## config.mk

```make
export PLATFORM = sky130hd
export DESIGN_NAME = npc_gen
export DESIGN_NICKNAME = d
export VERILOG_FILES = /design/src/rtl/npc_gen.sv
export SDC_FILE = /design/constraint.sdc
export NUM_CORES = 1
export LEC_CHECK = 0
export ABC_AREA = 1
export CAP_MARGIN = 10
export CORE_MARGIN = 4
export CORE_UTILIZATION = 55
export CTS_BUF_LIST = sky130_fd_sc_hd__clkbuf_16
export DETAILED_ROUTE_END_ITERATION = 16
export DONT_BUFFER_PORTS = 1
export GPL_TIMING_DRIVEN = 1
export PLACE_DENSITY = 0.74
export SYNTH_ARGS = -nofsm -noshare
export SYNTH_HDL_FRONTEND = slang
export SYNTH_SLANG_ARGS = --single-unit
export TNS_END_PERCENT = 100
```

## constraint.sdc

```tcl
create_clock -name clk -period 2.39 [get_ports clk]
set_clock_uncertainty 0.2 [all_clocks]
set_input_delay 0.3585 -clock clk [delete_from_list [all_inputs] [get_ports clk]]
set_output_delay 0.3585 -clock clk [all_outputs]
set_load 0.01 [all_outputs]
```

## src/rtl/npc_gen.sv

```systemverilog
// npc_gen: next-PC selection for the fetch stage.
// Chooses between sequential fetch, EX-stage redirects and the trap vector.
// A redirect that arrives during a front-end stall is held until the stall
// clears, because the PC register ignores NPC while stalled. Misaligned
// redirect targets are steered to the trap vector and flagged, and every
// applied redirect is counted.
module npc_gen #(
  parameter logic [31:0] RESET_VECTOR = 32'h0000_0000,
  parameter logic [31:0] TRAP_VECTOR  = 32'h0000_0100
) (
  input  logic        clk,
  input  logic        rst,
  input  logic [31:0] PC,
  input  logic        stall,
  input  logic        redir_valid,
  input  logic [31:0] redir_target,
  output logic [31:0] NPC,
  output logic        flush,
  output logic        misalign,
  output logic        pending,
  output logic [31:0] redir_count
);

  typedef enum logic [0:0] {
    IDLE = 1'b0,
    HELD = 1'b1
  } state_t;

  state_t      state_r;
  state_t      state_next_s;
  logic [31:0] held_target_r;
  logic        misalign_r;
  logic        pending_r;
  logic [31:0] redir_count_r;

  logic        apply_s;
  logic [31:0] apply_target_s;
  logic        apply_misaligned_s;
  logic        latch_s;
  logic [31:0] seq_pc_s;

  // A fetch target must be word aligned; any low address bit set traps.
  function automatic logic is_misaligned(input logic [31:0] addr);
    is_misaligned = (addr[1:0] != 2'b00);
  endfunction

  assign seq_pc_s = PC + 32'd4;

  // Decide whether a redirect is applied this cycle and which target it uses.
  // Reset suppresses everything, so a held redirect can never leak out.
  always_comb begin
    apply_s        = 1'b0;
    apply_target_s = 32'h0000_0000;
    latch_s        = 1'b0;
    state_next_s   = state_r;
    if (rst) begin
      apply_s        = 1'b0;
      apply_target_s = 32'h0000_0000;
      latch_s        = 1'b0;
      state_next_s   = IDLE;
    end else begin
      case (state_r)
        IDLE: begin
          if (redir_valid && !stall) begin
            apply_s        = 1'b1;
            apply_target_s = redir_target;
          end else if (redir_valid && stall) begin
            latch_s      = 1'b1;
            state_next_s = HELD;
          end else begin
            apply_s = 1'b0;
          end
        end
        HELD: begin
          // New redirects are ignored here: the held one is older and
          // flushes the instruction that produced the younger one.
          if (!stall) begin
            apply_s        = 1'b1;
            apply_target_s = held_target_r;
            state_next_s   = IDLE;
          end else begin
            apply_s = 1'b0;
          end
        end
        default: begin
          state_next_s = IDLE;
        end
      endcase
    end
  end

  assign apply_misaligned_s = apply_s && is_misaligned(apply_target_s);

  // Select the value presented to the PC register and the IF/ID flush.
  always_comb begin
    NPC   = seq_pc_s;
    flush = 1'b0;
    if (rst) begin
      NPC   = RESET_VECTOR;
      flush = 1'b0;
    end else if (apply_s) begin
      flush = 1'b1;
      if (apply_misaligned_s) begin
        NPC = TRAP_VECTOR;
      end else begin
        NPC = apply_target_s;
      end
    end else if (state_r == HELD) begin
      // Stalled with a held redirect; the PC register ignores this value,
      // but presenting the held target keeps NPC stable across the stall.
      NPC   = held_target_r;
      flush = 1'b0;
    end else begin
      NPC   = seq_pc_s;
      flush = 1'b0;
    end
  end

  // Redirect FSM, held target, misalign pulse, pending flag and counter.
  always_ff @(posedge clk) begin
    if (rst) begin
      state_r       <= IDLE;
      held_target_r <= 32'h0000_0000;
      misalign_r    <= 1'b0;
      pending_r     <= 1'b0;
      redir_count_r <= 32'h0000_0000;
    end else begin
      state_r    <= state_next_s;
      misalign_r <= apply_misaligned_s;
      pending_r  <= (state_next_s == HELD);
      if (latch_s) begin
        held_target_r <= redir_target;
      end
      if (apply_s) begin
        redir_count_r <= redir_count_r + 32'd1;
      end
    end
  end

  assign misalign    = misalign_r;
  assign pending     = pending_r;
  assign redir_count = redir_count_r;

endmodule

```

==> results.md <==
- Clock Sinks: 66
- Worst Hold Depth: 2
- Top cell type's share of synthesized area: between 20% and 30%
- EDFF count, synth: 0
- Clock buffer count from CTS: 9
- Max_cap viols: 0
- Synthesized cell area: ~4700 sq um
- Clock Path Buffers: 2
- Pin count of the biggest net entering global routing: 48
- Routed WL: around 16 mm
- Rel. slew slack: approximately 29%
- Tcrit/Tclk final: 102%
- Critical path arrival: approximately 1900 ps
- Placer Congestion: roughly 0.95
- Worst slew pin tran: 1070 ps
- CP max FO: 8
- Worst skew pair latency: approximately 320 ps
- Reg-to-reg setup timing slack: approximately 240 ps
- CTS tree: done
- Slowest CP cell: dfxtp_4
- Failing checks: negative setup slack
- Initial antenna violation count: 0
- Sequential area share after synthesis: around 28%
- Row cnt: 33
- Hold Path Class: in2reg
- Clk slew on worst S/H paths: around 60 ps
- Worst hold start: redir_target[2]
- Seq pwr share: slightly above 40%
- FF-to-FF path depth: 8
- Critical Path RT: 1830 ps
- Crit path capture type: output port
- CORE AREA: 8300 sq um
- Final non-filler cell total: slightly below 1,000
- Asr flop ratio synth: 0%
- Via count: between 5,000 and 6,000
- Drt pass-1 iters: 5
- Most common cell in the synthesized netlist: nand2_1
- Gr usage total: between 30 and 40%
- Outcome: complete, but fails checks
- Cell-internal power: approximately 2000 uW
- Horiz. Die Dim: roughly 100 um
- DR iter-0 viols: between 500 and 600
- Fin. max-slew vios: 0
- YS warnings: 0
- Height of the die: a little over 100 um
- Placed insts: ~950
- Sw frac: 29.1%
- Final hold vios: 0
- Area Overhead vs Synth: 22.2%
- CTS root buf: clkbuf_16
- Final worst slack: -48.4 ps
- I/O Buffers: 0
- Top cells by count, synth: 246 x nand2_1, 137 x nor2_1, 88 x a21oi_1
- Maximum VDD drop: between 0.4 and 0.5 mV
- Hold path endpoint: held_target_r[2]
- Max Freq: ~410 MHz
- Setup TNS: -323 ps
- Post-route ant nets: 0
- Nature of the critical path startpoint: register
- RSZ-0062 raised after global routing: true
- Syn Area/Cell: roughly 5.7 sq um
- DRC viols: 0
- Critical path depth: 11
- Via/cell ratio: about 5.7
- Crit Reg-Reg Startpoint: redir_count[1]
- Leak Pwr: around 0.0023 uW
- Pwr/cell area: 496 nW/um^2
- Initial Util: between 50% and 60%
- CP cell instances: nand2_2, inv_2, nor2_4, nand2_2, nand2_2, nor2_4, nor2_4, clkbuf_16, nand2_1, a21oi_2, buf_4
- Distinct cells, synth: 32
- Boundary Pins: between 100 and 150
- Slowest stage delay, CP: ~380 ps
- Setup WS pre-CTS: approximately 110 ps
- NumNets Final: around 950
- R2r endpoint: redir_count[20]
- Global-route wire length before repair: approximately 25 mm
- Largest delay contributor family on the critical path: simple AND/OR/NAND/NOR gates
- GR Overflow Total: 0
- Clk network pwr share: just over 40%
- Post-synth top area cell: dfxtp_1
- Syn nets: 904
- Finish-stage setup viols: 13
- Top cells by area, synth: dfxtp_1 28%, nand2_1 19%, nor2_1 11%
- Routed len/inst: around 16 um
- Synth Register Bits: 66
- Hpwl dp: 11.6 mm
- Sw Pwr: roughly 830 uW
- Buf/Inv on CP: 3
- Mapped Cells: roughly 830
- H-tree depth: 3
- Post-layout minimum cycle time: 2440 ps
- Crit path kind: reg2out
- Combinational share of power: between 10% and 20%
- Top_reg_cell synth: dfxtp_1
- Layout cells sized above 1: 13.2%
- Vias in the first global route: 4,912
- Die area: 10,200 sq um
through the flow:
| step | utilization (%) | total power, uW | hold slack, ps | area (sq um) |
|---|---|---|---|---|
| after detailed placement | 60.7 | 1610 | 233 | 5030 |
| after CTS | 67.1 | 2820 | 5.62 | 5570 |
| final | 69.7 | 2870 | 8.28 | 5790 |
| after global placement | 60.7 | 1600 | 233 | 5030 |
| after global routing | 69.7 | 2970 | 8.95 | 5780 |
| after floorplan | - | 1480 | 242 | 4740 |
kinds of logic after synthesis:
logic type                 share of synthesized area [%]
AOI/OAI and AO/OA                                   20.8
xor gates and xnor gates                            1.66
adders and majority gates                          0.528
buffers and inverters                               9.75
DFF                                                 27.9
and+or+nand+nor                                     39.3
per-layer routing:
layer,global-route usage (%),up-vias,part of all wire (%)
met4,7.05,0,1.9
li1,-,2780,-
met1,44.2,2527,43
met3,8.37,36,12
met2,43.9,293,43
met5,0,-,0
placed cells by master, fill, tap and decap left out, types with 6 or more instances in the layout:
| cell type | Yosys | final |
|---|---|---|
| a21oi_1 | 88 | 69 |
| nor2_1 | 137 | 130 |
| buf_4 | 5 | 37 |
| o21ai_1 | 0 | 7 |
| nand2_2 | 3 | 14 |
| dfxtp_1 | 66 | 65 |
| nor2_4 | 4 | 6 |
| a31oi_1 | 7 | 7 |
| nor2_2 | 1 | 6 |
| a21oi_2 | 0 | 19 |
| nand2_1 | 246 | 235 |
| nand3b_1 | 9 | 9 |
| dlygate4sd3_1 | 0 | 26 |
| nand3_1 | 43 | 43 |
| o21ai_0 | 78 | 62 |
| clkbuf_16 | 0 | 10 |
| o21ai_2 | 0 | 8 |
| inv_1 | 80 | 79 |
what timing repair did:
item | in CTS | in global routing
endpoints found under the setup margin | 29 | 27
buffers inserted | 0 | 2
resized for setup | 6 | 68
pin swaps | 0 | 11
gates cloned | 0 | 1
hold buffers | 26 | 0
endpoints found under the hold margin | 43 | 0
worst max path at each step:
stage	startpoint	to	slack (ps)
2_1_floorplan	PC[2]	NPC[22]	350
3_3_place_gp	PC[2]	NPC[26]	150
3_5_place_dp	PC[2]	NPC[26]	110
4_1_cts	pending	NPC[20]	3
5_1_grt	pending	NPC[12]	-120
6_report	pending	NPC[27]	-50
power by group through the flow:
stage	Sequential, uW	Combinational, uW	Clock [uW]
floorplan	1180	299	0
global placement	1180	416	0
detailed placement	1180	422	0
CTS	1160	468	1190
global route	1170	579	1230
finish	1160	532	1170
state kept, by name, indices dropped and copies added, names as in the netlist:
| name | count |
|---|---|
| redir_count | 32 |
| held_target_r | 32 |
| pending | 1 |
| misalign | 1 |
cell type report:
type / instances / area [sq um]
antenna: 1 / 2.50
clock buffer: 9 / 225
clock inverter: 6 / 35.0
fill: 740 / 2510
inverter: 83 / 317
multi-input combinational: 653 / 3130
sequential: 66 / 1330
tap: 105 / 131
timing repair buffer: 68 / 626
(Power assumes the default switching activity.)
